[config.mk]
export PLATFORM = sky130hd
export DESIGN_NAME = bus_breakout_pipe
export DESIGN_NICKNAME = d
export VERILOG_FILES = /design/src/rtl/bus_breakout_pipe.sv
export SDC_FILE = /design/constraint.sdc
export NUM_CORES = 1
export LEC_CHECK = 0
export ABC_AREA = 0
export ABC_CLOCK_PERIOD_IN_PS = 2400
export CORE_MARGIN = 3
export CORE_UTILIZATION = 35
export DETAILED_ROUTE_END_ITERATION = 12
export GPL_ROUTABILITY_DRIVEN = 0
export PLACE_DENSITY = 0.57
export SLEW_MARGIN = 20
export SYNTH_ARGS = -nofsm -noshare
export SYNTH_HDL_FRONTEND = slang
export SYNTH_SLANG_ARGS = --single-unit
[constraint.sdc]
create_clock -name clk -period 2.4 [get_ports clk]
set_clock_uncertainty 0.05 [all_clocks]
set_input_delay 0.36 -clock clk [delete_from_list [all_inputs] [get_ports clk]]
set_output_delay 0.36 -clock clk [all_outputs]
set_load 0.05 [all_outputs]
[src/rtl/bus_breakout_pipe.sv]
// Two-bus breakout with run-time operation select, queued behind a
// valid/ready FIFO, plus a saturating accepted-beat counter.
module bus_breakout_pipe #(
    parameter int IN_W  = 4,
    parameter int OUT_W = 6,
    parameter int DEPTH = 2,
    parameter int CNT_W = 16
) (
    input  logic             clk,
    input  logic             rst,
    input  logic             in_valid,
    output logic             in_ready,
    input  logic [IN_W-1:0]  in_a,
    input  logic [IN_W-1:0]  in_b,
    input  logic [1:0]       in_mode,
    output logic             out_valid,
    input  logic             out_ready,
    output logic [OUT_W-1:0] out_q,
    output logic             out_ovf,
    output logic [CNT_W-1:0] beat_count
);

    localparam int H  = OUT_W / 2;
    localparam int PW = (DEPTH > 1) ? $clog2(DEPTH) : 1;
    localparam int OW = $clog2(DEPTH + 1);

    localparam logic [PW-1:0]    PTR_LAST = PW'(DEPTH - 1);
    localparam logic [OW-1:0]    OCC_FULL = OW'(DEPTH);
    localparam logic [CNT_W-1:0] CNT_MAX  = '1;

    localparam logic [1:0] MODE_CONCAT = 2'd0;
    localparam logic [1:0] MODE_SWAP   = 2'd1;
    localparam logic [1:0] MODE_SUM    = 2'd2;

    logic [OUT_W-1:0] mem_q   [DEPTH];
    logic [OUT_W-1:0] mem_d   [DEPTH];
    logic             mem_ovf_q [DEPTH];
    logic             mem_ovf_d [DEPTH];
    logic [PW-1:0]    wr_ptr_q, wr_ptr_d;
    logic [PW-1:0]    rd_ptr_q, rd_ptr_d;
    logic [OW-1:0]    occ_q, occ_d;
    logic [OUT_W-1:0] hold_q_q, hold_q_d;
    logic             hold_ovf_q, hold_ovf_d;
    logic [CNT_W-1:0] cnt_q, cnt_d;

    logic [OUT_W:0]   sum_w;
    logic [OUT_W-1:0] res_q;
    logic             res_ovf;
    logic             push;
    logic             pop;

    function automatic logic [PW-1:0] ptr_inc(input logic [PW-1:0] p);
        return (p == PTR_LAST) ? '0 : p + PW'(1);
    endfunction

    always_comb begin
        sum_w   = (OUT_W+1)'(in_a) + (OUT_W+1)'(in_b);
        res_q   = '0;
        res_ovf = 1'b0;
        case (in_mode)
            MODE_CONCAT: res_q = {in_a[IN_W-1 -: H], in_b[H-1:0]};
            MODE_SWAP:   res_q = {in_b[IN_W-1 -: H], in_a[H-1:0]};
            MODE_SUM: begin
                res_q   = sum_w[OUT_W-1:0];
                res_ovf = sum_w[OUT_W];
            end
            default:     res_q = OUT_W'(in_a ^ in_b);
        endcase
    end

    // Readiness depends only on stored occupancy and reset, never on out_ready.
    assign in_ready   = !rst && (occ_q < OCC_FULL);
    assign out_valid  = (occ_q != '0);
    assign push       = in_valid && in_ready;
    assign pop        = out_valid && out_ready;
    assign out_q      = out_valid ? mem_q[rd_ptr_q] : hold_q_q;
    assign out_ovf    = out_valid ? mem_ovf_q[rd_ptr_q] : hold_ovf_q;
    assign beat_count = cnt_q;

    always_comb begin
        mem_d      = mem_q;
        mem_ovf_d  = mem_ovf_q;
        wr_ptr_d   = wr_ptr_q;
        rd_ptr_d   = rd_ptr_q;
        occ_d      = occ_q;
        hold_q_d   = hold_q_q;
        hold_ovf_d = hold_ovf_q;
        cnt_d      = cnt_q;
        if (push) begin
            mem_d[wr_ptr_q]     = res_q;
            mem_ovf_d[wr_ptr_q] = res_ovf;
            wr_ptr_d            = ptr_inc(wr_ptr_q);
            if (cnt_q != CNT_MAX) begin
                cnt_d = cnt_q + CNT_W'(1);
            end
        end
        // Remember the departing head so an empty FIFO keeps showing it.
        if (pop) begin
            rd_ptr_d   = ptr_inc(rd_ptr_q);
            hold_q_d   = mem_q[rd_ptr_q];
            hold_ovf_d = mem_ovf_q[rd_ptr_q];
        end
        case ({push, pop})
            2'b10:   occ_d = occ_q + OW'(1);
            2'b01:   occ_d = occ_q - OW'(1);
            default: occ_d = occ_q;
        endcase
    end

    always_ff @(posedge clk) begin
        if (rst) begin
            for (int i = 0; i < DEPTH; i++) begin
                mem_q[i]     <= '0;
                mem_ovf_q[i] <= 1'b0;
            end
            wr_ptr_q   <= '0;
            rd_ptr_q   <= '0;
            occ_q      <= '0;
            hold_q_q   <= '0;
            hold_ovf_q <= 1'b0;
            cnt_q      <= '0;
        end else begin
            mem_q      <= mem_d;
            mem_ovf_q  <= mem_ovf_d;
            wr_ptr_q   <= wr_ptr_d;
            rd_ptr_q   <= rd_ptr_d;
            occ_q      <= occ_d;
            hold_q_q   <= hold_q_d;
            hold_ovf_q <= hold_ovf_d;
            cnt_q      <= cnt_d;
        end
    end

endmodule

Yosys cells after proc, flatten, opt, wreduce, memory -nomap -nowiden
Cells that the tools add are included.
Widths: inputs -> output; s select.
{"block": "classes", "magnitude_cmp": 4, "bitwise": 3, "n_reduce_logical": 9, "addsub": 6, "n_eq_ne": 5, "muxes": 18}
{"op": "$mux 6", "count": 5}
{"op": "$pmux 6 s3", "count": 1}
{"op": "$add 16x1->16 const B", "count": 1}
{"op": "$ne 16x16->1 const B", "count": 1}
{"op": "$bwmux 12", "count": 1}
{"op": "$mux 1", "count": 7}
{"op": "$demux 6 s1", "count": 1}
{"op": "$add 4x4->5", "count": 1}
{"op": "$eq 2x1->1 const B", "count": 2}
{"op": "$eq 2x2->1 const B", "count": 2}
{"op": "$ge 2x2->1 const B", "count": 2}
{"op": "$logic_and 1x1->1", "count": 4}
{"op": "$not 1->2", "count": 2}
{"op": "$pmux 2 s2", "count": 1}
{"op": "$reduce_bool 2->1", "count": 2}
{"op": "$xor 4x4->4", "count": 1}
{"op": "$add 1x1->1 const B", "count": 2}
{"op": "$add 2x1->2 const B", "count": 1}
{"op": "$bwmux 2", "count": 1}
{"op": "$logic_not 2->1", "count": 1}
{"op": "$lt 2x1->1 const B", "count": 1}
{"op": "$lt 2x2->1 const B", "count": 1}
{"op": "$reduce_and 2->1", "count": 1}
{"op": "$sub 2x1->2 const B", "count": 1}
{"op": "2 further kinds", "count": 2}
{"block": "word_totals", "wordCells": 55, "output_inout_bits": 25, "inputBits": 14, "ff_bits": 41}

Longest topological paths before layout
{"block": "logic_depth", "ltp_word": 6, "ltp_mapped": 9, "ltp_nobuf": 7}

Worst setup path after synthesis
Ideal clock, no wire load.
{"block": "synth_path", "kind": "register to output", "from": "register occ_q[1]", "to": "output port out_q[3]", "setup_slack_ps": -159, "arrival_ps": 2149, "stages_incl_launch_ff": 6, "path_cell_list": "dfxtp_1 > or2_2 > buf_2 > clkbuf_1 > nor2_1 > a21oi_1"}
{"block": "synth_via", "elab_chain_len": 2}
{"element": "start, declared", "line": "41", "source": "logic [OW-1:0] occ_q, occ_d;"}
{"element": "start signal, assigned", "line": "118", "source": "occ_q <= '0;"}
{"element": "start signal, assigned", "line": "127", "source": "occ_q <= occ_d;"}
{"element": "$reduce_bool 2->1", "line": "73", "source": "assign out_valid = (occ_q != '0);"}
{"element": "via out_valid", "line": "16", "source": "output logic out_valid,"}
{"element": "$mux 6", "line": "76", "source": "assign out_q = out_valid ? mem_q[rd_ptr_q] : hold_q_q;"}
{"element": "end, declared", "line": "18", "source": "output logic [OUT_W-1:0] out_q,"}
The timed path passes the listed nets, and every way through them passes these cells.

Final worst setup path
{"block": "layout_path", "from": "register cnt_q[2], in the netlist beat_count[2]", "to": "output port beat_count[2]"}
{"element": "start, declared", "line": "44", "source": "logic [CNT_W-1:0] cnt_q, cnt_d;"}
{"element": "start signal, assigned", "line": "130", "source": "cnt_q <= cnt_d;"}
{"element": "end, declared", "line": "20", "source": "output logic [CNT_W-1:0] beat_count"}
No word-level cell between the ends.

==> flow_summary_export.csv <==
group,metric,value,unit
global_route,grt_pass1_wl,8.33,mm
setup_path,slowest_stage,"clkdlybuf4s50_1",
clock_tree,cts_made_buffers,5,
floorplanning,dieArea,7140,um2
final_layout,fin_cells,370,
clock_tree,htreeDepth,2,
global_route,grt_usage,14.1,%
clock_tree,cts_tree,"yes",
drt,totalWireLength,4.85,mm
power,power.share.sequential,33.2,%
final_layout,area.growth.synth_to_final,26.6,%
setup_path,reg2reg_from,"occ_q[1]$_SDFFE_PP0P_",
floorplanning,fp.dieW,84.5,um
setup_path,cp-start-kind,"flop",
clock_tree,clock_latency,290,ps
power,ir_drop,0.755,mV
drt,vias,1902,
power,p_sw_share,42.0,%
clock_tree,clock-sinks,41,
setup_path,cp_cell_sequence,"clkdlybuf4s50_1",
yosys,yosys_warnings,0,
setup_path,reg2regPathDepth,5,
setup_path,r2r_slack,430,ps
setup_path,reg2reg_to,"occ_q[1]$_SDFFE_PP0P_",
floorplanning,die_y,84.5,um
sta,finalSetupViolCount,0,
setup_path,criticalPathCategory,"reg -> out",
floorplanning,start_util,37.6,%
global_route,use_met3,2.94,%
yosys,ys_ff_latch,41,
yosys,yosysSeqAreaShare,38.0,%
yosys,syn_nets,279,
final_layout,num-nets-final,318,
global_route,overflow,0,
clock_tree,cts_hold_buffers,0,
global_route,grt_antenna_before_repair,0,
sta,whs,408,ps
setup_path,worstPathArrival,1640,ps
place,port_buffers,38,
place,dp.cells,362,
clock_tree,cts_max_path_buffers,2,
yosys,syn_inst,258,
setup_path,slowest_delay,860,ps
setup_path,crit_buf_inv,1,
final_layout,drive_gt1_share,11.7,%
clock_tree,cts_setup_buffers,0,
sta,rsz0062_at_grt,"no",
power,clkPwrFrac,22.9,%
yosys,syn_area,2160,um2
setup_path,cp-end-kind,"output pin",
min_path,holdCritPathClass,"reg -> reg",
place,dp_slack,41.2,ps
setup_path,crit_family,"buffers and inverters",
place,post-dp-hpwl,3.57,mm
power,power.switching,0.00104,W
clock_tree,cts-root-buf,"clkbuf_8",
power,power_density,907,nW/um2
setup_path,startpoint,"beat_count[2]$_SDFFE_PP0P_",
power,p_leak,1.00,nW
drt,dr.pass1.iters,4,
global_route,use_met1,20.9,%
sta,period_needed,2050,ps
global_route,busiest_layer,"met1",
floorplanning,core.rowCount,27,
clock_tree,cts_resized,0,
power,p_int,0.00144,W
final_layout,antennaDiodeCount,0,
sta,slew_headroom,64.9,%
flow_run,drv_cap,0,
drt,drc_errors,0,
min_path,worstHoldStart,"mem_q[7]$_SDFFE_PP0P_",
global_route,grt_max_degree,35,
yosys,yosysUniqueCellTypes,41,
sta,final_hold_viol_count,0,
floorplanning,coreArea,5740,um2
drt,ant_nets,0,
sta,max_freq,0.487,GHz
sta,worst_pin_slew,522,ps
setup_path,worstPathRequired,1990,ps
setup_path,crit_end,"beat_count[2]",
clock_tree,cts.clk_slew.worst_paths,80,ps
outcome,run_status,"completed",
sta,fin_setup_tns,0,ps
sta,maxSlewViolCount,0,
setup_path,cp.depth,1,
sta,finalCritPeriodShare,85.6,%
power,combPwrFrac,43.9,%
global_route,first_global_vias,1691,
floorplanning,ios,39,
sta,fin_ws,346,ps
drt,avgRoutedWirePerCell,13.1,um
drt,drtIter0Drc,82,
global_route,grt_use_met2,20.1,%
drt,routed_via_density,5.14,
yosys,syn_area_per_cell,8.37,um2
setup_path,path_max_fanout,8,
-- how the worst min path moves through the flow --
stage                                   endpoint  slack, ps  cells past startpoint
after global routing      mem_q[11]$_SDFFE_PP0P_        440                      2
final                      mem_q[7]$_SDFFE_PP0P_        410                      2
after floorplan            mem_q[1]$_SDFFE_PP0P_        380                      2
after CTS                  mem_q[7]$_SDFFE_PP0P_        410                      2
after detailed placement   mem_q[7]$_SDFFE_PP0P_        400                      2
after global placement    mem_q[11]$_SDFFE_PP0P_        390                      2
-- layout make-up --
type,instances,area [um2]
sequential,41,821
multi-input combinational,194,1240
fill,579,3010
timing repair buffer,46,435
inverter,9,33.8
tap,72,90.1
clock buffer,5,68.8
clock inverter,3,46.3
-- routing by layer --
layer	vias up	wire [um]	part of all wire [%]
li1	1015	-	-
met1	853	2650	55
met2	29	1970	41
met3	5	160	3.3
met4	0	68	1.4
met5	-	0	0
-- registers in the layout, summed over array words and instances (netlist names) --
| name | count |
|---|---|
| beat_count | 16 |
| wr_ptr_q | 1 |
| mem_ovf_q | 2 |
| mem_q | 12 |
| hold_q_q | 6 |
| hold_ovf_q | 1 |
| occ_q | 2 |
| rd_ptr_q | 1 |
-- cell usage after synthesis --
library cell	count	area, um2
fa_1	1	20.0
buf_1	1	3.75
nor4_2	1	12.5
or2_2	3	18.8
and3_1	4	25.0
nand3_1	11	55.1
nor2b_1	4	25.0
a311oi_1	3	26.3
o21ai_0	9	45.0
mux2_2	3	33.8
buf_2	5	25.0
mux4_2	1	22.5
nor4_1	5	31.3
xor2_1	2	17.5
nand2_1	23	86.3
ha_1	6	75.1
a211oi_1	9	67.6
nand3b_1	1	7.51
buf_6	1	11.3
nor3b_4	1	18.8
xnor2_1	2	17.5
nand2b_1	3	18.8
a31oi_1	2	12.5
and4_1	2	17.5
dfxtp_1	41	821
or4_1	2	15.0
mux2i_1	12	120
or3_1	4	25.0
a21oi_1	24	120
and2_1	2	12.5
nand4_2	1	12.5
a41oi_1	2	17.5
o31ai_1	3	22.5
nor4_4	1	21.3
nor2_1	31	116
inv_1	9	33.8
nand4_1	4	25.0
clkbuf_1	7	26.3
o31a_1	2	17.5
nor3_1	7	35.0
o21a_1	3	22.5
-- power by group through the flow --
stage | Combinational, W | Clock (W) | Sequential [W]
finish | 0.00109 | 0.000568 | 0.000823
global route | 0.00118 | 0.000609 | 0.000834
CTS | 0.00110 | 0.000585 | 0.000823
detailed placement | 0.00110 | 0 | 0.000839
global placement | 0.00109 | 0 | 0.000838
floorplan | 0.000827 | 0 | 0.000818
-- kinds of logic after synthesis --
kind of cell	Yosys count	synth area share, %
AND/OR/NAND/NOR	110	26.8
XOR/XNOR	4	1.62
buffers and inverters	23	4.64
multiplexers	16	8.17
adder cells (fa/ha/maj)	7	4.41
AO/OA/AOI/OAI	57	16.3
flip-flops	41	38.0
-- metrics by stage --
step / area, um2 / power (W) / util, %
4_1_cts: 2730 / 0.00251 / 47.5
3_3_place_gp: 2620 / 0.00193 / 45.5
5_1_grt: 2730 / 0.00262 / 47.6
3_5_place_dp: 2620 / 0.00194 / 45.5
2_1_floorplan: 2160 / 0.00165 / -
6_report: 2730 / 0.00248 / 47.6
-- cell usage in the layout (no fill, tap or decap), types with 3 or more instances in the layout --
cell type and n:
o21ai_0 9, nor2_1 31, buf_4 15, a311oi_1 3
or2_2 3, nand2b_1 3, or3_1 4, o21a_1 3
mux2i_1 12, and3_1 4, clkbuf_8 5, clkdlybuf4s50_1 29
nand4_1 4, nor4_1 5, nor3_1 7, o31ai_1 3
inv_1 9, mux2_2 3, a211oi_1 9, ha_1 6
nand2_1 23, nand3_1 11, a21oi_1 24, dfxtp_1 41
nor2b_1 4
Note: power is estimated with default switching activity, not from simulation.
